$ cat src/rtl/aes_arb_ctrl.sv
// aes_arb_ctrl: two-port round-robin arbiter and load sequencer for a single AES_CH core.
// Skips the key load when the requested {key, mode} already sits in the core; a watchdog aborts hung jobs.
module aes_arb_ctrl #(
   parameter int TIMEOUT = 31,
   parameter int CW      = 5
) (
   input  logic         CLK,
   input  logic         RST,
   input  logic         r0_valid,
   output logic         r0_ready,
   input  logic [127:0] r0_key,
   input  logic [127:0] r0_din,
   input  logic         r0_mode,
   output logic         r0_resp_valid,
   input  logic         r0_resp_ready,
   output logic         r0_resp_err,
   input  logic         r1_valid,
   output logic         r1_ready,
   input  logic [127:0] r1_key,
   input  logic [127:0] r1_din,
   input  logic         r1_mode,
   output logic         r1_resp_valid,
   input  logic         r1_resp_ready,
   output logic         r1_resp_err,
   output logic [127:0] resp_dout,
   output logic [127:0] core_din,
   output logic [127:0] core_key,
   output logic         core_drdy,
   output logic         core_krdy,
   output logic         core_en,
   output logic         core_mode,
   input  logic [127:0] core_dout,
   input  logic         core_bsy,
   input  logic         core_dvld,
   output logic         busy
);

   typedef enum logic [2:0] {IDLE, KEY, KWAIT, DATA, WAIT, RESP} state_t;

   state_t        state_reg, state_next;
   logic [CW-1:0] wd_reg;
   logic          last_grant_reg, grant_reg;
   logic          cache_vld_reg, cache_mode_reg;
   logic [127:0]  cache_key_reg;
   logic [127:0]  core_din_reg, core_key_reg, resp_dout_reg;
   logic          core_mode_reg, core_drdy_reg, core_krdy_reg, core_en_reg, busy_reg;
   logic          err_reg, err_next;

   logic          sel, grant_now, hit, take, timeout, key_done, done, wd_expired;
   logic [127:0]  sel_key, sel_din;
   logic          sel_mode;
   logic [1:0]    resp_ready_vec, ready_vec, resp_valid_vec, resp_err_vec;

   // On a tie the requester that did not win last time is chosen.
   assign sel      = r0_valid ? (r1_valid & ~last_grant_reg) : 1'b1;
   assign sel_key  = sel ? r1_key  : r0_key;
   assign sel_din  = sel ? r1_din  : r0_din;
   assign sel_mode = sel ? r1_mode : r0_mode;
   assign hit      = cache_vld_reg && (cache_key_reg == sel_key) && (cache_mode_reg == sel_mode);

   assign wd_expired     = (wd_reg == CW'(TIMEOUT - 1));
   assign resp_ready_vec = {r1_resp_ready, r0_resp_ready};
   assign err_next       = timeout | (err_reg & ~done);

   always_comb begin
      state_next = state_reg;
      grant_now  = 1'b0;
      take       = 1'b0;
      timeout    = 1'b0;
      key_done   = 1'b0;
      done       = 1'b0;
      case (state_reg)
         IDLE: begin
            if (r0_valid || r1_valid) begin
               grant_now  = 1'b1;
               state_next = hit ? DATA : KEY;
            end
         end
         KEY: state_next = KWAIT;
         KWAIT: begin
            if (!core_bsy) begin
               key_done   = 1'b1;
               state_next = DATA;
            end else if (wd_expired) begin
               timeout    = 1'b1;
               state_next = RESP;
            end
         end
         // A core answering while Datardy is still high is accepted here.
         DATA: begin
            if (core_dvld) begin
               take       = 1'b1;
               state_next = RESP;
            end else begin
               state_next = WAIT;
            end
         end
         WAIT: begin
            if (core_dvld) begin
               take       = 1'b1;
               state_next = RESP;
            end else if (wd_expired) begin
               timeout    = 1'b1;
               state_next = RESP;
            end
         end
         RESP: begin
            if (resp_ready_vec[grant_reg]) begin
               done       = 1'b1;
               state_next = IDLE;
            end
         end
         default: state_next = IDLE;
      endcase
   end

   always_ff @(posedge CLK or negedge RST) begin
      if (!RST) begin
         state_reg      <= IDLE;
         wd_reg         <= '0;
         last_grant_reg <= 1'b1;
         grant_reg      <= 1'b0;
         cache_vld_reg  <= 1'b0;
         cache_key_reg  <= '0;
         cache_mode_reg <= 1'b0;
         core_din_reg   <= '0;
         core_key_reg   <= '0;
         core_mode_reg  <= 1'b0;
         core_drdy_reg  <= 1'b0;
         core_krdy_reg  <= 1'b0;
         core_en_reg    <= 1'b0;
         busy_reg       <= 1'b0;
         resp_dout_reg  <= '0;
         err_reg        <= 1'b0;
      end else begin
         state_reg     <= state_next;
         core_en_reg   <= 1'b1;
         core_krdy_reg <= (state_next == KEY);
         core_drdy_reg <= (state_next == DATA);
         busy_reg      <= (state_next != IDLE);
         err_reg       <= err_next;
         if ((state_next == KWAIT || state_next == WAIT) && state_next != state_reg)
            wd_reg <= '0;
         else if (state_reg == KWAIT || state_reg == WAIT)
            wd_reg <= wd_reg + CW'(1);
         if (grant_now) begin
            grant_reg     <= sel;
            core_key_reg  <= sel_key;
            core_din_reg  <= sel_din;
            core_mode_reg <= sel_mode;
         end
         if (key_done) begin
            cache_vld_reg  <= 1'b1;
            cache_key_reg  <= core_key_reg;
            cache_mode_reg <= core_mode_reg;
         end else if (timeout) begin
            cache_vld_reg  <= 1'b0;
         end
         if (take)
            resp_dout_reg <= core_dout;
         else if (timeout)
            resp_dout_reg <= '0;
         if (done)
            last_grant_reg <= grant_reg;
      end
   end

   // Per-requester handshake outputs, all registered.
   genvar gi;
   generate
      for (gi = 0; gi < 2; gi++) begin : g_req
         logic ready_reg, resp_valid_reg, resp_err_reg;
         always_ff @(posedge CLK or negedge RST) begin
            if (!RST) begin
               ready_reg      <= 1'b0;
               resp_valid_reg <= 1'b0;
               resp_err_reg   <= 1'b0;
            end else begin
               ready_reg      <= grant_now && (sel == 1'(gi));
               resp_valid_reg <= (state_next == RESP) && (grant_reg == 1'(gi));
               resp_err_reg   <= (state_next == RESP) && (grant_reg == 1'(gi)) && err_next;
            end
         end
         assign ready_vec[gi]      = ready_reg;
         assign resp_valid_vec[gi] = resp_valid_reg;
         assign resp_err_vec[gi]   = resp_err_reg;
      end
   endgenerate

   assign r0_ready      = ready_vec[0];
   assign r1_ready      = ready_vec[1];
   assign r0_resp_valid = resp_valid_vec[0];
   assign r1_resp_valid = resp_valid_vec[1];
   assign r0_resp_err   = resp_err_vec[0];
   assign r1_resp_err   = resp_err_vec[1];
   assign resp_dout     = resp_dout_reg;
   assign core_din      = core_din_reg;
   assign core_key      = core_key_reg;
   assign core_mode     = core_mode_reg;
   assign core_drdy     = core_drdy_reg;
   assign core_krdy     = core_krdy_reg;
   assign core_en       = core_en_reg;
   assign busy          = busy_reg;

endmodule

$ cat config.mk
export PLATFORM = sky130hd
export DESIGN_NAME = aes_arb_ctrl
export DESIGN_NICKNAME = d
export VERILOG_FILES = /design/src/rtl/aes_arb_ctrl.sv
export SDC_FILE = /design/constraint.sdc
export NUM_CORES = 1
export LEC_CHECK = 0
export ABC_AREA = 1
export BUFFER_PORTS_ARGS = -buffer_cell sky130_fd_sc_hd__buf_2
export CAP_MARGIN = 20
export CORE_AREA = 2 2 405 407
export CTS_CLUSTER_DIAMETER = 150
export DETAILED_ROUTE_END_ITERATION = 6
export DIE_AREA = 0 0 407 409
export GPL_TIMING_DRIVEN = 0
export PLACE_DENSITY = 0.36
export RECOVER_POWER = 100
export SYNTH_ARGS = -nofsm -noshare
export SYNTH_HDL_FRONTEND = slang
export SYNTH_SLANG_ARGS = --single-unit
$ cat constraint.sdc
create_clock -name CLK -period 2.5 [get_ports CLK]
set_input_delay 0.375 -clock CLK [delete_from_list [all_inputs] [get_ports CLK]]
set_output_delay 0.375 -clock CLK [all_outputs]
set_load 0.005 [all_outputs]
==> metrics.md <==
| Metric | Value |
|---|---|
| Status | complete, but fails checks |
| Failing checks | negative setup slack |
| Total clock sinks | 536 |
| Top FF cell, synth | dfrtp_1 |
| Detailed-router iteration count before antenna repair | 7 |
| Seq/Total Area, Yosys | 0.523 |
| RR Startpoint | last_grant_reg |
| Post-synth ARST share | 1.00 |
| Row count | 148 |
| Slew HR | 0.0283 |
| Setup slack after layout | -0.340 ns |
| Crit path kind | register to register |
| Layout cells sized above 1 | 0.227 |
| Global route total overflow | 0 |
| Worst hold slack | a little under 0.07 ns |
| CTS H-tree depth | 3 |
| Setup violators final | 116 |
| I/O pins | 1,045 |
| Post-Syn Nets | 4,072 |
| Final Util | 0.258 |
| Wire length per cell | ~26 microns |
| Hold Fails Final Rpt | 0 |
| Initial DRC count | 2,002 |
| Core area | 162,000 sq um |
| Post-DRT Antenna Nets | 0 |
| Tcrit/Tclk final | 1.14 |
| Highest clock rate | 352 MHz |
| Final Wtd Congestion | around 0.90 |
| CTS tree | done |
| Setup Skew | 0.0318 ns |
| Clk slew on worst S/H paths | 0.06 ns |
| Mapped Area | 25,700 sq um |
| Via Count | 29,874 |
| Num CTS Buffers | 75 |
| Most common cell after layout, fill and taps aside | nand2_1 |
| Die area | 166,000 sq um |
| Final HPWL DP | 148,000 microns |
| Final slew viol count | 0 |
| CTS root buf | clkbuf_16 |
| P&R area growth vs syn | 63.1% |
| Initial core utilization | 0.158 |
| Total Nets Final | 5,657 |
| First-pass GRT wire length | roughly 250,000 microns |
| Peak VDD IR | 0.000547 V |
| Worst EP required | 3.12 ns |
| Die X | ~410 microns |
| Worst hold path class | primary input to register |
| Pwr Density | 1130 nW/um^2 |
| RSZ-0062 raised after global routing | true |
| Register bit count reported by yosys | between 500 and 600 |
| Fin area | 41,900 sq um |
| Final wirelength | 186,000 microns |
| Total GRT Usage | 0.219 |
| Leakage power | around 21 nW |
| FF-to-FF End | core_key[126] |
| Least-Margin Pin Slew | 1.46 ns |
| Initial antenna violation count | between 60 and 70 |
| Longest Clk Path Bufs | 3 |
| Yosys warns | 0 |
| Vias per cell | a little over 4 |
| MaxCap Viol Count | 0 |
| Worst setup EP type | register |
| Post-synth EDFFs | 0 |
| Total placed instance area | between 30,000 and 40,000 sq um |
| R2R depth | 19 |
| Post-synth top area share | 0.522 |
| Setup TNS | -7.98 ns |
| Fill cell count | about 18,000 |
| Most frequent cells in the layout | nand2_1, buf_2, dfrtp_1 |
| Syn_area_per_cell | 7.50 sq um |
| Yosys cell types | 35 |
| CP Data Arrival Time | 3.46 ns |
| Synth area leader | dfrtp_1 |
| Gate count after technology mapping | 3,420 |
| Reg2Reg Setup Slack | -0.34 ns |
| Port bufs | 1,044 |
| Vias in the first global route | a little over 30,000 |
| Hold Path Origin | r1_key[78] |
| Final min period | 2.84 ns |
| Startpoint Class | register |
| Die height | about 410 microns |
| Largest net degree at the start of global routing | 101 |
| Clock Latency Late Sink | about 0.70 ns |
| Hold depth | 5 |
| WHS Endpoint | core_key[78] |
| Synth area leaders | dfrtp_1, nand2_1, o21ai_0 |
| CP max FO | 10 |
| # DRC | 0 |
-- layout make-up --
type | instances | area (sq um) | area share
Timing Repair Buffer | 1507 | 9660 | 0.231
Tap cell | 2175 | 2720 | 0.0650
Sequential cell | 536 | 13400 | 0.320
Clock inverter | 30 | 365 | 0.00873
Multi-Input combinational cell | 2269 | 10500 | 0.250
Antenna cell | 19 | 47.5 | 0.00114
Buffer | 173 | 1370 | 0.0328
Clock buffer | 106 | 2150 | 0.0514
Inverter | 443 | 1670 | 0.0398
-- metal layers --
layer	wire (microns)	global-route usage
met3	13000	0.0535
met4	7240	0.0751
met5	179	0
met2	91900	0.385
met1	73900	0.258
-- worst max-delay path, cell delays in order, from the launching register on --
cell     delay, ns
dfstp_2       0.57
inv_6         0.07
nand2_8       0.10
nand2_8       0.08
buf_12        0.16
buf_12        0.17
nand2_2       0.08
nand2_1       0.09
buf_4         0.15
buf_4         0.13
buf_4         0.12
buf_4         0.12
buf_4         0.12
buf_4         0.12
buf_4         0.12
buf_4         0.12
buf_4         0.12
buf_4         0.12
buf_4         0.12
o21ai_1       0.10
-- how the worst max path moves through the flow --
stage,startpoint,to,slack [ns],cells after the start
CTS,last_grant_reg,wd_reg[4],-0.32,19
floorplan,last_grant_reg,wd_reg[0],0.33,17
global route,last_grant_reg,wd_reg[4],-0.49,20
finish,last_grant_reg,core_key[126],-0.34,19
detailed placement,r0_valid,wd_reg[2],-1.57,17
global placement,RST,cache_key_reg[32],-12.46,1
-- synth_stat cells (2+ instances only) --
cell / instances
nand2_1: 1380
dfrtp_1: 535
inv_1: 439
o21ai_0: 341
nand3_1: 324
clkbuf_1: 129
nand3b_1: 66
nor2_1: 66
buf_2: 23
nand4_1: 19
o21ai_1: 18
xor2_1: 16
buf_1: 10
buf_4: 10
nor3_1: 7
and2_1: 5
o22ai_1: 4
a21oi_1: 3
clkinv_1: 3
or2_2: 3
xnor2_1: 3
ha_1: 2
o211ai_1: 2
-- cells by family (layout without fill, tap and decap cells) --
family / count (synthesis) / after routing / synth area share
simple gates: 1873 / 1874 / 0.303
buf+inv: 616 / 2259 / 0.0930
flops: 536 / 536 / 0.523
compound gates: 373 / 373 / 0.0738
xor+xnor: 19 / 19 / 0.00648
fa+ha+maj: 2 / 2 / 0.000975
other cells: 1 / 20 / 0.000146
-- stage by stage --
stage          setup slack [ns]  cells  total power [mW]
2_1_floorplan             0.334   3420              23.1
3_3_place_gp             -12.46   6639              35.1
3_5_place_dp              -1.57   6656              35.3
4_1_cts                  -0.322   7238              48.8
5_1_grt                  -0.488   7247              50.7
6_report                 -0.340   7258              47.5
-- report_power, final --
group	internal, mW	switching, mW
combinational	6.78	13.6
sequential	12.8	2.85
clock	6.57	4.80
total	26.2	21.3
-- what timing repair did --
action	CTS	global route
cloned	4	0
endpoints found under the setup margin	485	363
hold buffers	408	0
endpoints found under the hold margin	365	0
pin swaps	23	18
gates resized for setup	344	103
buffers inserted	34	1
(Power assumes the default switching activity.)
